### config.mk
export PLATFORM = sky130hd
export DESIGN_NAME = pc_gen_flat
export DESIGN_NICKNAME = d
export VERILOG_FILES = /design/src/rtl/pc_gen_pkg.sv /design/src/rtl/pc_gen_if.sv /design/src/rtl/pc_gen_ras.sv /design/src/rtl/pc_gen.sv /design/src/flat_wrapper.sv
export SDC_FILE = /design/constraint.sdc
export NUM_CORES = 1
export LEC_CHECK = 0
export CORE_UTILIZATION = 35
export DETAILED_ROUTE_END_ITERATION = 12
export GPL_ROUTABILITY_DRIVEN = 0
export GPL_TIMING_DRIVEN = 0
export MAX_ROUTING_LAYER = met4
export PLACE_DENSITY_LB_ADDON = 0.05
export SLEW_MARGIN = 20
export SYNTH_ARGS = -nofsm -noshare
export SYNTH_HDL_FRONTEND = slang
export SYNTH_SLANG_ARGS = --single-unit
### constraint.sdc
create_clock -name clk -period 4.3 [get_ports clk]
set_input_delay 0.86 -clock clk [delete_from_list [all_inputs] [get_ports clk]]
set_output_delay 0.86 -clock clk [all_outputs]
set_load 0.02 [all_outputs]
### src/rtl/pc_gen_pkg.sv
// Shared types and defaults for the IF-stage program-counter generator.
// Redirect source ordering doubles as the priority used by the pending latch.
package pc_pkg;

    localparam int          XLEN_DEF      = 32;
    localparam logic [31:0] RESET_VEC_DEF = 32'h0000_0000;
    localparam logic [31:0] TRAP_VEC_DEF  = 32'h0000_0100;

    typedef enum logic [1:0] {
        NONE = 2'd0,
        RAS  = 2'd1,
        BR   = 2'd2,
        TRAP = 2'd3
    } redir_src_t;

    typedef enum logic {
        ST_RESET = 1'b0,
        ST_RUN   = 1'b1
    } pc_state_t;

    // A parked trap may only be displaced by another trap.
    function automatic logic canOverwrite(input redir_src_t pendSrc, input redir_src_t freshSrc);
        return (freshSrc != NONE) && ((pendSrc != TRAP) || (freshSrc == TRAP));
    endfunction

endpackage

### src/rtl/pc_gen_if.sv
// Fetch-control bundle between the hazard/decode/EX logic and pc_gen.
// The master side drives redirect and RAS requests; pc_gen is the slave.
interface pc_gen_if #(
    parameter int XLEN      = 32,
    parameter int RAS_DEPTH = 4
);
    localparam int CW = $clog2(RAS_DEPTH) + 1;

    logic            stall;
    logic            trap;
    logic            br_taken;
    logic [XLEN-1:0] br_target;
    logic            ras_push;
    logic [XLEN-1:0] ras_push_addr;
    logic            ras_pop;
    logic [XLEN-1:0] pc;
    logic            pc_valid;
    logic [CW-1:0]   ras_count;
    logic            ras_empty;

    modport master (
        output stall, trap, br_taken, br_target, ras_push, ras_push_addr, ras_pop,
        input  pc, pc_valid, ras_count, ras_empty
    );

    modport slave (
        input  stall, trap, br_taken, br_target, ras_push, ras_push_addr, ras_pop,
        output pc, pc_valid, ras_count, ras_empty
    );

endinterface

### src/rtl/pc_gen_ras.sv
// Circular return-address stack: the newest entry always sits at the top pointer,
// and pushing into a full stack silently drops the oldest entry.
module pc_ras #(
    parameter  int XLEN      = 32,
    parameter  int RAS_DEPTH = 4,
    localparam int PW        = $clog2(RAS_DEPTH),
    localparam int CW        = PW + 1
) (
    input  logic            clk,
    input  logic            rst_n,
    input  logic            push_i,
    input  logic            pop_i,
    input  logic [XLEN-1:0] pushAddr_i,
    output logic [XLEN-1:0] top_o,
    output logic            empty_o,
    output logic [CW-1:0]   count_o,
    output logic            popValid_o
);

    logic [XLEN-1:0] mem_q [RAS_DEPTH];
    logic [PW-1:0]   topPtr_q, topPtr_d;
    logic [CW-1:0]   count_q, count_d;
    logic [PW-1:0]   wrPtr;
    logic            wrEn;
    logic            doPop;

    assign empty_o    = (count_q == '0);
    assign doPop      = pop_i && !empty_o;
    assign popValid_o = doPop;
    assign top_o      = mem_q[topPtr_q];
    assign count_o    = count_q;

    // Push+pop replaces the top in place, so the call/return pair leaves depth unchanged.
    always_comb begin
        topPtr_d = topPtr_q;
        count_d  = count_q;
        wrPtr    = topPtr_q;
        wrEn     = 1'b0;
        if (push_i && doPop) begin
            wrEn = 1'b1;
        end else if (push_i) begin
            wrEn     = 1'b1;
            wrPtr    = topPtr_q + 1'b1;
            topPtr_d = topPtr_q + 1'b1;
            if (count_q != CW'(RAS_DEPTH)) begin
                count_d = count_q + 1'b1;
            end
        end else if (doPop) begin
            topPtr_d = topPtr_q - 1'b1;
            count_d  = count_q - 1'b1;
        end
    end

    always_ff @(posedge clk or negedge rst_n) begin
        if (!rst_n) begin
            topPtr_q <= '0;
            count_q  <= '0;
        end else begin
            topPtr_q <= topPtr_d;
            count_q  <= count_d;
        end
    end

    always_ff @(posedge clk) begin
        if (wrEn) begin
            mem_q[wrPtr] <= pushAddr_i;
        end
    end

endmodule

### src/rtl/pc_gen.sv
// IF-stage program counter: prioritised redirects, a pending latch that keeps
// redirects arriving during stalls, and a return-address stack for predictions.
module pc_gen
    import pc_pkg::*;
#(
    parameter int              XLEN      = XLEN_DEF,
    parameter logic [XLEN-1:0] RESET_VEC = XLEN'(RESET_VEC_DEF),
    parameter logic [XLEN-1:0] TRAP_VEC  = XLEN'(TRAP_VEC_DEF),
    parameter int              INC       = 4,
    parameter int              RAS_DEPTH = 4
) (
    input  logic     clk,
    input  logic     rst_n,
    pc_gen_if.slave  bus
);

    localparam int CW = $clog2(RAS_DEPTH) + 1;

    pc_state_t       state_q, state_d;
    logic            running;
    logic [XLEN-1:0] pc_q, pc_d;
    logic [XLEN-1:0] pendPc_q, pendPc_d;
    redir_src_t      pendSrc_q, pendSrc_d;
    logic            pendVld;
    redir_src_t      src;
    logic [XLEN-1:0] target;
    logic [XLEN-1:0] rasTop;
    logic            rasEmpty;
    logic            rasPopValid;
    logic [CW-1:0]   rasCount;

    pc_ras #(
        .XLEN      (XLEN),
        .RAS_DEPTH (RAS_DEPTH)
    ) uRas (
        .clk        (clk),
        .rst_n      (rst_n),
        .push_i     (bus.ras_push),
        .pop_i      (bus.ras_pop),
        .pushAddr_i (bus.ras_push_addr),
        .top_o      (rasTop),
        .empty_o    (rasEmpty),
        .count_o    (rasCount),
        .popValid_o (rasPopValid)
    );

    always_comb begin
        src    = NONE;
        target = pc_q;
        if (bus.trap) begin
            src    = TRAP;
            target = TRAP_VEC;
        end else if (bus.br_taken) begin
            src    = BR;
            target = bus.br_target;
        end else if (rasPopValid) begin
            src    = RAS;
            target = rasTop;
        end
    end

    always_ff @(posedge clk or negedge rst_n) begin
        if (!rst_n) begin
            state_q <= ST_RESET;
        end else begin
            state_q <= state_d;
        end
    end

    always_comb begin
        state_d = state_q;
        case (state_q)
            ST_RESET: state_d = ST_RUN;
            ST_RUN:   state_d = ST_RUN;
            default:  state_d = ST_RESET;
        endcase
    end

    always_comb begin
        running = (state_q == ST_RUN);
    end

    assign pendVld = (pendSrc_q != NONE);

    // The first edge out of reset only raises pc_valid, so it parks redirects like a stall.
    always_comb begin
        pc_d      = pc_q;
        pendSrc_d = pendSrc_q;
        pendPc_d  = pendPc_q;
        if (running && !bus.stall) begin
            pendSrc_d = NONE;
            if (src != NONE) begin
                pc_d = target;
            end else if (pendVld) begin
                pc_d = pendPc_q;
            end else begin
                pc_d = pc_q + XLEN'(INC);
            end
        end else if (canOverwrite(pendSrc_q, src)) begin
            pendSrc_d = src;
            pendPc_d  = target;
        end
    end

    always_ff @(posedge clk or negedge rst_n) begin
        if (!rst_n) begin
            pc_q      <= RESET_VEC;
            pendSrc_q <= NONE;
            pendPc_q  <= RESET_VEC;
        end else begin
            pc_q      <= pc_d;
            pendSrc_q <= pendSrc_d;
            pendPc_q  <= pendPc_d;
        end
    end

    assign bus.pc        = pc_q;
    assign bus.pc_valid  = running;
    assign bus.ras_count = rasCount;
    assign bus.ras_empty = rasEmpty;

endmodule

### src/flat_wrapper.sv
// flat-port wrapper written by rule: the top's interface ports become plain ports
module pc_gen_flat import pc_pkg::*;
#(
    parameter int              XLEN      = XLEN_DEF,
    parameter logic [XLEN-1:0] RESET_VEC = XLEN'(RESET_VEC_DEF),
    parameter logic [XLEN-1:0] TRAP_VEC  = XLEN'(TRAP_VEC_DEF),
    parameter int              INC       = 4,
    parameter int              RAS_DEPTH = 4
)
  (clk, rst_n, bus_stall, bus_trap, bus_br_taken, bus_br_target, bus_ras_push, bus_ras_push_addr, bus_ras_pop, bus_pc, bus_pc_valid, bus_ras_count, bus_ras_empty);
  pc_gen_if #(.XLEN(XLEN), .RAS_DEPTH(RAS_DEPTH)) bus_i ();
  input  logic clk;
  input  logic rst_n;
  input wire logic [$bits(bus_i.stall)-1:0] bus_stall;
  input wire logic [$bits(bus_i.trap)-1:0] bus_trap;
  input wire logic [$bits(bus_i.br_taken)-1:0] bus_br_taken;
  input wire logic [$bits(bus_i.br_target)-1:0] bus_br_target;
  input wire logic [$bits(bus_i.ras_push)-1:0] bus_ras_push;
  input wire logic [$bits(bus_i.ras_push_addr)-1:0] bus_ras_push_addr;
  input wire logic [$bits(bus_i.ras_pop)-1:0] bus_ras_pop;
  output wire logic [$bits(bus_i.pc)-1:0] bus_pc;
  output wire logic [$bits(bus_i.pc_valid)-1:0] bus_pc_valid;
  output wire logic [$bits(bus_i.ras_count)-1:0] bus_ras_count;
  output wire logic [$bits(bus_i.ras_empty)-1:0] bus_ras_empty;
  assign bus_i.stall = bus_stall;
  assign bus_i.trap = bus_trap;
  assign bus_i.br_taken = bus_br_taken;
  assign bus_i.br_target = bus_br_target;
  assign bus_i.ras_push = bus_ras_push;
  assign bus_i.ras_push_addr = bus_ras_push_addr;
  assign bus_i.ras_pop = bus_ras_pop;
  assign bus_pc = bus_i.pc;
  assign bus_pc_valid = bus_i.pc_valid;
  assign bus_ras_count = bus_i.ras_count;
  assign bus_ras_empty = bus_i.ras_empty;
  pc_gen #(.XLEN(XLEN), .RESET_VEC(RESET_VEC), .TRAP_VEC(TRAP_VEC), .INC(INC), .RAS_DEPTH(RAS_DEPTH)) u_core (.clk(clk), .rst_n(rst_n), .bus(bus_i));
endmodule
==> results of run 1 <==
-- metal layers --
metal | GRT usage, % | up-vias | routed length [um]
li1 | - | 3284 | -
met1 | 30.6 | 3864 | 13600
met2 | 36.5 | 285 | 14800
met3 | 3.05 | 30 | 1630
met4 | 5.98 | 0 | 461
met5 | - | - | 0
-- layout by cell type (no fill, tap or decap), drive strengths merged, types with 6 or more instances in the layout --
master         instances
a31oi                 14
dfrtp                 72
buf                   36
o41ai                  7
nor2                  95
mux4                  32
edfxtp               128
a211oi                 9
o31ai                 22
nor2b                  9
clkbuf                48
nand3                 18
o21ai                 49
nand4                  6
mux2i                 22
clkdlybuf4s50        105
a221o                 12
nor3                  13
nand2                 68
inv                   21
and3                  20
clkinv                 6
a21oi                 39
-- power by group through the flow --
stage | registers (W) | clock network (W) | logic (W)
after floorplan | 0.00294 | 0 | 0.00136
after global placement | 0.00293 | 0 | 0.00227
after detailed placement | 0.00292 | 0 | 0.00249
after CTS | 0.00288 | 0.00165 | 0.00249
after global routing | 0.00292 | 0.00173 | 0.00265
final | 0.00287 | 0.00163 | 0.00245
-- sequential cells by signal, indices dropped and copies added (netlist names) --
signal                count
u_core.pendPc_q          32
u_core.bus.pc            32
u_core.pendSrc_q          2
u_core.uRas.mem_q       128
u_core.bus.pc_valid       1
u_core.uRas.topPtr_q      2
u_core.uRas.count_o       3
-- worst max-delay path, cell delays in order --
cell	delay, ns
clkdlybuf4s50_1	0.47
o31a_2	0.29
clkbuf_1	0.52
clkbuf_1	0.51
ha_1	0.37
nand2_1	0.17
o21ai_4	0.63
buf_16	0.24
-- cells by family after synthesis --
family                   count (synthesis)
flip-flops                             200
buffers and inverters                   72
AO/OA/AOI/OAI                          197
multiplexers                            56
adder cells (fa/ha/maj)                  6
AND/OR/NAND/NOR                        249
other                                    1
XOR/XNOR                                 7
-- worst max-delay path by stage --
stage / startpoint / end / slack, ns / cells past startpoint
after floorplan: bus_ras_pop / u_core.uRas.mem_q[1][0]$_DFFE_PP_ / 0.37 / 6
after global placement: bus_ras_pop / u_core.uRas.mem_q[1][16]$_DFFE_PP_ / -2.23 / 7
after detailed placement: bus_ras_pop / u_core.uRas.mem_q[3][16]$_DFFE_PP_ / -0.08 / 8
after CTS: bus_ras_pop / u_core.uRas.mem_q[3][27]$_DFFE_PP_ / 0.38 / 8
after global routing: bus_ras_pop / u_core.uRas.mem_q[3][9]$_DFFE_PP_ / 0.21 / 8
final: bus_ras_pop / u_core.uRas.mem_q[3][27]$_DFFE_PP_ / 0.37 / 8
-- area by class of cell --
cell class / count / share of cell area, %
Clock inverter: 14 / 1.35
Multi-Input combinational cell: 516 / 30.9
Timing Repair Buffer: 114 / 10.2
Inverter: 15 / 0.475
Tap cell: 341 / 3.60
Clock buffer: 18 / 3.62
Sequential cell: 200 / 47.6
Buffer: 57 / 2.27
-- through the flow --
| stage | instances | utilization [%] | hold WS [ns] | area [um2] |
|---|---|---|---|---|
| after floorplan | 788 | - | 0.443 | 9590 |
| after CTS | 1275 | 44.1 | 0.355 | 11900 |
| final | 1275 | 44.1 | 0.352 | 11900 |
| after detailed placement | 1243 | 42.0 | 0.468 | 11300 |
| after global routing | 1275 | 44.1 | 0.354 | 11900 |
| after global placement | 1235 | 41.2 | 0.457 | 11100 |
==> summary.log, run 1 <==
INFO  outcome        status=completed
INFO  floorplan      die-area=0.0280mm2
INFO  place          hpwl=21.8mm
INFO  finish         antenna_cells_inserted=0
INFO  place          io_buffers=106
INFO  drt            totalWireLength=30.5mm
INFO  timing         timing.clock.skew=0.0189ns
INFO  floorplan      die_h=167um
INFO  synth          netlist_area=0.00957mm2
INFO  clock_network  post_cts.resized_instances=0
INFO  timing         fmaxAchievable=0.254GHz
INFO  timing         min_period_over_period=91.5%
INFO  pwr            power_switching_share=35.6%
INFO  setup_path     worstPathRequired=4.44ns
INFO  timing         rsz0062_at_grt=no
INFO  drt            detail_route.wl_per_cell=23.9um
INFO  drt            drc_violations=0
INFO  pwr            p_sw=0.00247W
INFO  drt            first_iter_violations=759
INFO  pwr            cellInternalPower=0.00448W
INFO  synth          synthSimpleGateAreaFrac=12.0%
INFO  synth          yosys.cell_types.count=64
INFO  clock_network  cts-root-to-sink-buffers=2
INFO  timing         layout_setup_ws=0.368ns
INFO  timing         slew_violations=0
INFO  place          dp_worst_setup_slack=-0.0785ns
INFO  synth          synth.yosys.seq_area_share=59.0%
INFO  setup_path     crit_path_start_kind=primary input
INFO  grt            grt_max_degree=46
INFO  drt            detailroute.via_count=7463
INFO  clock_network  worst_setup_hold_path_clk_slew=0.08ns
INFO  clock_network  clk_latency=0.44ns
INFO  clock_network  tritoncts_num_sinks=200
INFO  clock_network  cts_max_level=4
INFO  synth          yosys.area.top_type_share=40.2%
INFO  clock_network  numCtsBuffers=17
INFO  floorplan      initial_core_util=35.6%
INFO  setup_path     reg2reg_setup_slack=0.73ns
INFO  floorplan      fp.dieW=167um
INFO  setup_path     timing.rr.start=u_core.uRas.count_o[0]$_DFFE_PN0P_
INFO  setup_path     critical_path.endpoint_type=flop
INFO  pwr            vdd.ir_drop.worst=337uV
INFO  synth          synth.area.mux_share=10.1%
INFO  synth          synth_area_leaders=edfxtp_1 (40%), dfrtp_1 (19%), mux4_2 (7.5%), nor2_1 (3.7%), nand2_1 (2.7%)
INFO  timing         slew_at_the_pin_closest_to_its_max_slew_limit=0.963ns
INFO  synth          synth_top_family_by_area=compound AO/OA/AOI/OAI gates
INFO  timing         fin_tns_setup=0ns
INFO  synth          synth_compound_area_share=14.0%
INFO  synth          synth_top_flop_cell=edfxtp_1
INFO  synth          yosys_warnings=0
INFO  synth          yosys-top-cells-count=edfxtp_1 (128), nor2_1 (95), dfrtp_1 (72)
INFO  pwr            fin_total_pwr=0.00695W
INFO  worst_hold_path worstHoldPathType=primary input to async pin
INFO  synth          synthesis.nets=865
INFO  floorplan      coreArea=0.0269mm2
INFO  finish         layout-drive-gt1-share=12.0%
INFO  synth          fraction_of_synthesis_flops_using_an_asynchronous_set_or_reset_pin=36.0%
INFO  grt            vias_in_the_first_global_route=7433
INFO  pwr            p_per_area=586mW/mm2
INFO  synth          number_of_flops_mapped_to_enable_cells_by_yosys=128
INFO  setup_path     criticalPathCategory=primary input to flop
INFO  clock_network  clock_tree.root_cell=clkbuf_16
INFO  setup_path     critical_path.reg2reg.endpoint=u_core.uRas.mem_q[3][27]$_DFFE_PP_
INFO  floorplan      num_rows=60
INFO  timing         finalSetupViolations=0
INFO  timing         final.min_clock_period=3.93ns
INFO  job            maxCapViolCount=0
INFO  drt            drt_first_pass_iters=5
INFO  synth          synth_cells=788
INFO  timing         relSlewSlack=35.8%
INFO  clock_network  clock_tree_from_tritoncts=yes
INFO  finish         finalNetCount=998
INFO  grt            antenna_found_initial=0
INFO  drt            postRouteAntennaNets=0
INFO  pwr            power.share.clock=23.4%
INFO  synth          post-synth-top-area-cell=edfxtp_1
INFO  drt            avgViaCountPerCell=5.85
INFO  finish         num-fill-cells=2500
INFO  setup_path     cp.arrival=4.07ns
INFO  synth          synthesized_area_fraction_occupied_by_xor_and_xnor_cells=0.641%
INFO  grt            first_pass_grt_wire_length=46.0mm
INFO  pwr            total_leakage_power=4.32nW
INFO  synth          ys_ff_latch=200
INFO  pwr            comb_power_share=35.3%
INFO  finish         areaGrowthSynthToFinish=24.0%
INFO  grt            grtUsageTotal=22.8%
INFO  clock_network  ctsHoldBuffers=0
INFO  synth          post-synth-top-count-cell=edfxtp_1
INFO  setup_path     path_max_fanout=18
INFO  setup_path     r2r_cells=7
INFO  floorplan      io_pins=108
INFO  synth          syn_area_per_cell=12.1um2
INFO  finish         sequential_cell_area=0.00565mm2
INFO  timing         hold_viol_final=0
INFO  synth          post_synthesis_adder_cell_area_fraction=0.863%
INFO  finish         multi_input_area=0.00366mm2
INFO  grt            globalRouteOverflowTotal=0
INFO  pwr            share_seq_of_total_power=41.3%
INFO  clock_network  postCtsSetupBuffers=0
Power figures use the tool's default switching activity.
==> run 2, diff against run 1 <==
--- a/config.mk
+++ b/config.mk
@@ -6,11 +6,13 @@
 export NUM_CORES = 1
 export LEC_CHECK = 0
 export CORE_UTILIZATION = 35
+export CTS_CLUSTER_DIAMETER = 80
 export DETAILED_ROUTE_END_ITERATION = 12
 export GPL_ROUTABILITY_DRIVEN = 0
 export GPL_TIMING_DRIVEN = 0
 export MAX_ROUTING_LAYER = met4
 export PLACE_DENSITY_LB_ADDON = 0.05
+export SETUP_SLACK_MARGIN = 0.1
 export SLEW_MARGIN = 20
 export SYNTH_ARGS = -nofsm -noshare
 export SYNTH_HDL_FRONTEND = slang
==> results of run 2 <==
Same layout as run 1: the final DEF is identical, and so are final timing and power.
==> run 3, diff against run 2 <==
--- a/config.mk
+++ b/config.mk
@@ -13,7 +13,7 @@
 export MAX_ROUTING_LAYER = met4
 export PLACE_DENSITY_LB_ADDON = 0.05
 export SETUP_SLACK_MARGIN = 0.1
-export SLEW_MARGIN = 20
+export SLEW_MARGIN = 10
 export SYNTH_ARGS = -nofsm -noshare
 export SYNTH_HDL_FRONTEND = slang
 export SYNTH_SLANG_ARGS = --single-unit
==> run 3 against run 2 <==
Hold slack lost 0.0077 ns. Combinational power about the same. Clock skew decreased by 0.0093 ns. Maximum frequency grew 0.85%. Clock power rose by 3%. Sequential share of layout area hardly changed. Non-clock buffer count decreased by 1. First-iteration DRC count fell by 11%. Final area hardly changed. Total power increased by 0.43%. Sequential power about the same.
==> summary.log, run 3 (same netlist as run 1, synthesis figures left out) <==
INFO  clock_network  clock_tree_from_tritoncts=yes
INFO  clock_network  tritoncts_num_sinks=200 [unchanged]
INFO  clock_network  cts_max_level=4 [unchanged]
INFO  setup_path     cp.arrival=4.04ns [-0.03 ns]
INFO  place          dp_worst_setup_slack=-0.0923ns [-0.0138 ns]
INFO  drt            postRouteAntennaNets=0 [unchanged]
INFO  grt            globalRouteOverflowTotal=0 [unchanged]
INFO  drt            detail_route.wl_per_cell=24.0um [+0.19%]
INFO  timing         hold_viol_final=0 [unchanged]
INFO  drt            detailroute.via_count=7374 [-1.2%]
INFO  clock_network  ctsHoldBuffers=0 [unchanged]
INFO  drt            first_iter_violations=674 [-11%]
INFO  setup_path     worst_path_largest_cell_delay=0.56ns [-0.07 ns]
INFO  outcome        status=completed
INFO  grt            grt_max_degree=46 [unchanged]
INFO  floorplan      initial_core_util=35.6% [unchanged]
INFO  drt            avgViaCountPerCell=5.79 [-1.1%]
INFO  clock_network  post_cts.resized_instances=0 [unchanged]
INFO  setup_path     critical_path.endpoint_type=flop
INFO  finish         finalNetCount=997 [-0.10%]
INFO  floorplan      coreArea=0.0269mm2 [unchanged]
INFO  setup_path     path_delay_family=buffers and inverters
INFO  finish         number_of_flip_flops_under_the_largest_register_name=128 [unchanged]
INFO  timing         final.min_clock_period=3.90ns [-0.0331 ns]
INFO  finish         num-fill-cells=2518 [+0.72%]
INFO  floorplan      fp.dieW=167um [unchanged]
INFO  finish         antenna_cells_inserted=0 [unchanged]
INFO  timing         rsz0062_at_grt=no
INFO  pwr            p_per_area=588mW/mm2 [+0.39%]
INFO  finish         areaGrowthSynthToFinish=24.0% [about the same]
INFO  clock_network  postCtsSetupBuffers=0 [unchanged]
INFO  setup_path     criticalPathCategory=primary input to flop
INFO  clock_network  numCtsBuffers=17 [unchanged]
INFO  finish         layout-drive-gt1-share=12.1% [+0.12 points]
INFO  pwr            total_leakage_power=4.32nW [about the same]
INFO  timing         fmaxAchievable=0.256GHz [+0.85%]
INFO  setup_path     critical-path-slowest-cell=o22ai_4
INFO  setup_path     critical-path-top-cell-by-count=clkbuf_1
INFO  place          io_buffers=106 [unchanged]
INFO  floorplan      io_pins=108 [unchanged]
INFO  grt            grtUsageTotal=23.1% [+0.25 points]
INFO  drt            drc_violations=0 [unchanged]
INFO  floorplan      die_h=167um [unchanged]
INFO  setup_path     crit_path_start_kind=primary input
INFO  place          hpwl=21.8mm [about the same]
INFO  floorplan      die-area=0.0280mm2 [unchanged]
INFO  floorplan      num_rows=60 [unchanged]
INFO  finish         layoutNonFillerInstCount=1274 [-0.078%]
INFO  clock_network  clk_latency=0.44ns [about the same]
INFO  timing         layout_setup_ws=0.401ns [+0.0331 ns]
INFO  grt            vias_in_the_first_global_route=7439 [+0.081%]
INFO  place          dp_cells=1242 [-0.080%]
INFO  clock_network  worst_setup_hold_path_clk_slew=0.08ns [about the same]
INFO  setup_path     path_max_fanout=19 [+1]
INFO  grt            first_pass_grt_wire_length=46.2mm [+0.47%]
INFO  job            maxCapViolCount=0 [unchanged]
INFO  clock_network  clock_tree.root_cell=clkbuf_16
INFO  pwr            vdd.ir_drop.worst=357uV [+5.9%]
INFO  worst_hold_path worstHoldPathType=primary input to async pin
INFO  timing         slew_violations=0 [unchanged]
INFO  pwr            fin_total_pwr=0.00698W [+0.43%]
INFO  setup_path     crit_chain=clkdlybuf4s50_1 -> o31a_2 -> clkbuf_1 -> clkbuf_1 -> ha_1 -> nand2_1 -> o22ai_4 -> buf_16
INFO  finish         final_common_cell=edfxtp_1
INFO  timing         timing.clock.skew=0.00963ns [-0.00929 ns]
INFO  clock_network  cts-root-to-sink-buffers=2 [unchanged]
INFO  timing         slew_at_the_pin_closest_to_its_max_slew_limit=0.963ns [-0.000266 ns]
INFO  grt            antenna_found_initial=0 [unchanged]
INFO  finish         most-common-layout-cells=edfxtp_1 (128), clkdlybuf4s50_1 (105), nor2_1 (95), dfrtp_1 (72), nand2_1 (68)
INFO  setup_path     worstPathRequired=4.44ns [about the same]
INFO  finish         registers.top_by_ff_count=u_core.uRas.mem_q
INFO  drt            totalWireLength=30.5mm [+0.11%]
INFO  drt            drt_first_pass_iters=7 [+2]
INFO  timing         relSlewSlack=35.8% [about the same]
INFO  setup_path     critPathBufInv=4 [unchanged]
INFO  timing         min_period_over_period=90.7% [-0.77 points]
INFO  timing         finalSetupViolations=0 [unchanged]
[run 3: power breakdown]
group,switching [W],total (W),internal [W]
sequential,0.000255,0.00288,0.00262
combinational,0.00141,0.00243,0.00101
clock,0.000820,0.00168,0.000856
[run 3: area by class of cell]
| class | instances | area [um2] | area share (%) |
|---|---|---|---|
| flip-flops and latches | 200 | 5650 | 47.6 |
| multi-input cells | 516 | 3660 | 30.9 |
| repair buffers | 113 | 1190 | 10.1 |
| clock buffers | 18 | 439 | 3.70 |
| well taps | 341 | 427 | 3.59 |
| plain buffers | 57 | 269 | 2.27 |
| clock inverters | 14 | 178 | 1.50 |
| inverters | 15 | 56.3 | 0.474 |
[run 3: through the flow]
stage	instance area [um2]	utilization (%)	hold WS (ns)	setup TNS [ns]
2_1_floorplan	9590	-	0.443	0
6_report	11900	44.2	0.344	0
3_5_place_dp	11300	41.9	0.468	-3.12
4_1_cts	11900	44.2	0.349	0
5_1_grt	11900	44.2	0.352	0
3_3_place_gp	11100	41.2	0.457	-263.41
[run 3: path summary, 6_finish.rpt]
check / start / to / slack (ns) / depth (start not counted)
worst max register to register: u_core.uRas.count_o[0]$_DFFE_PN0P_ / u_core.uRas.mem_q[0][12]$_DFFE_PP_ / 0.74 / 8
worst max-delay path: bus_ras_pop / u_core.uRas.mem_q[1][27]$_DFFE_PP_ / 0.40 / 8
max in group asynchronous: rst_n / u_core.uRas.topPtr_q[1]$_DFFE_PN0P_ / 3.35 / 2
worst min-delay path: rst_n / u_core.pendPc_q[22]$_DFFE_PN0P_ / 0.34 / 1
min in group clk: u_core.pendPc_q[26]$_DFFE_PN0P_ / u_core.pendPc_q[26]$_DFFE_PN0P_ / 0.48 / 2
worst min register to register: u_core.pendPc_q[26]$_DFFE_PN0P_ / u_core.pendPc_q[26]$_DFFE_PN0P_ / 0.48 / 2
[run 3: layer usage]
metal	track usage, %	part of all wire (%)
met4	7.06	1.8
met2	36.2	48
met3	2.95	5.8
met1	31.3	44
met5	-	0
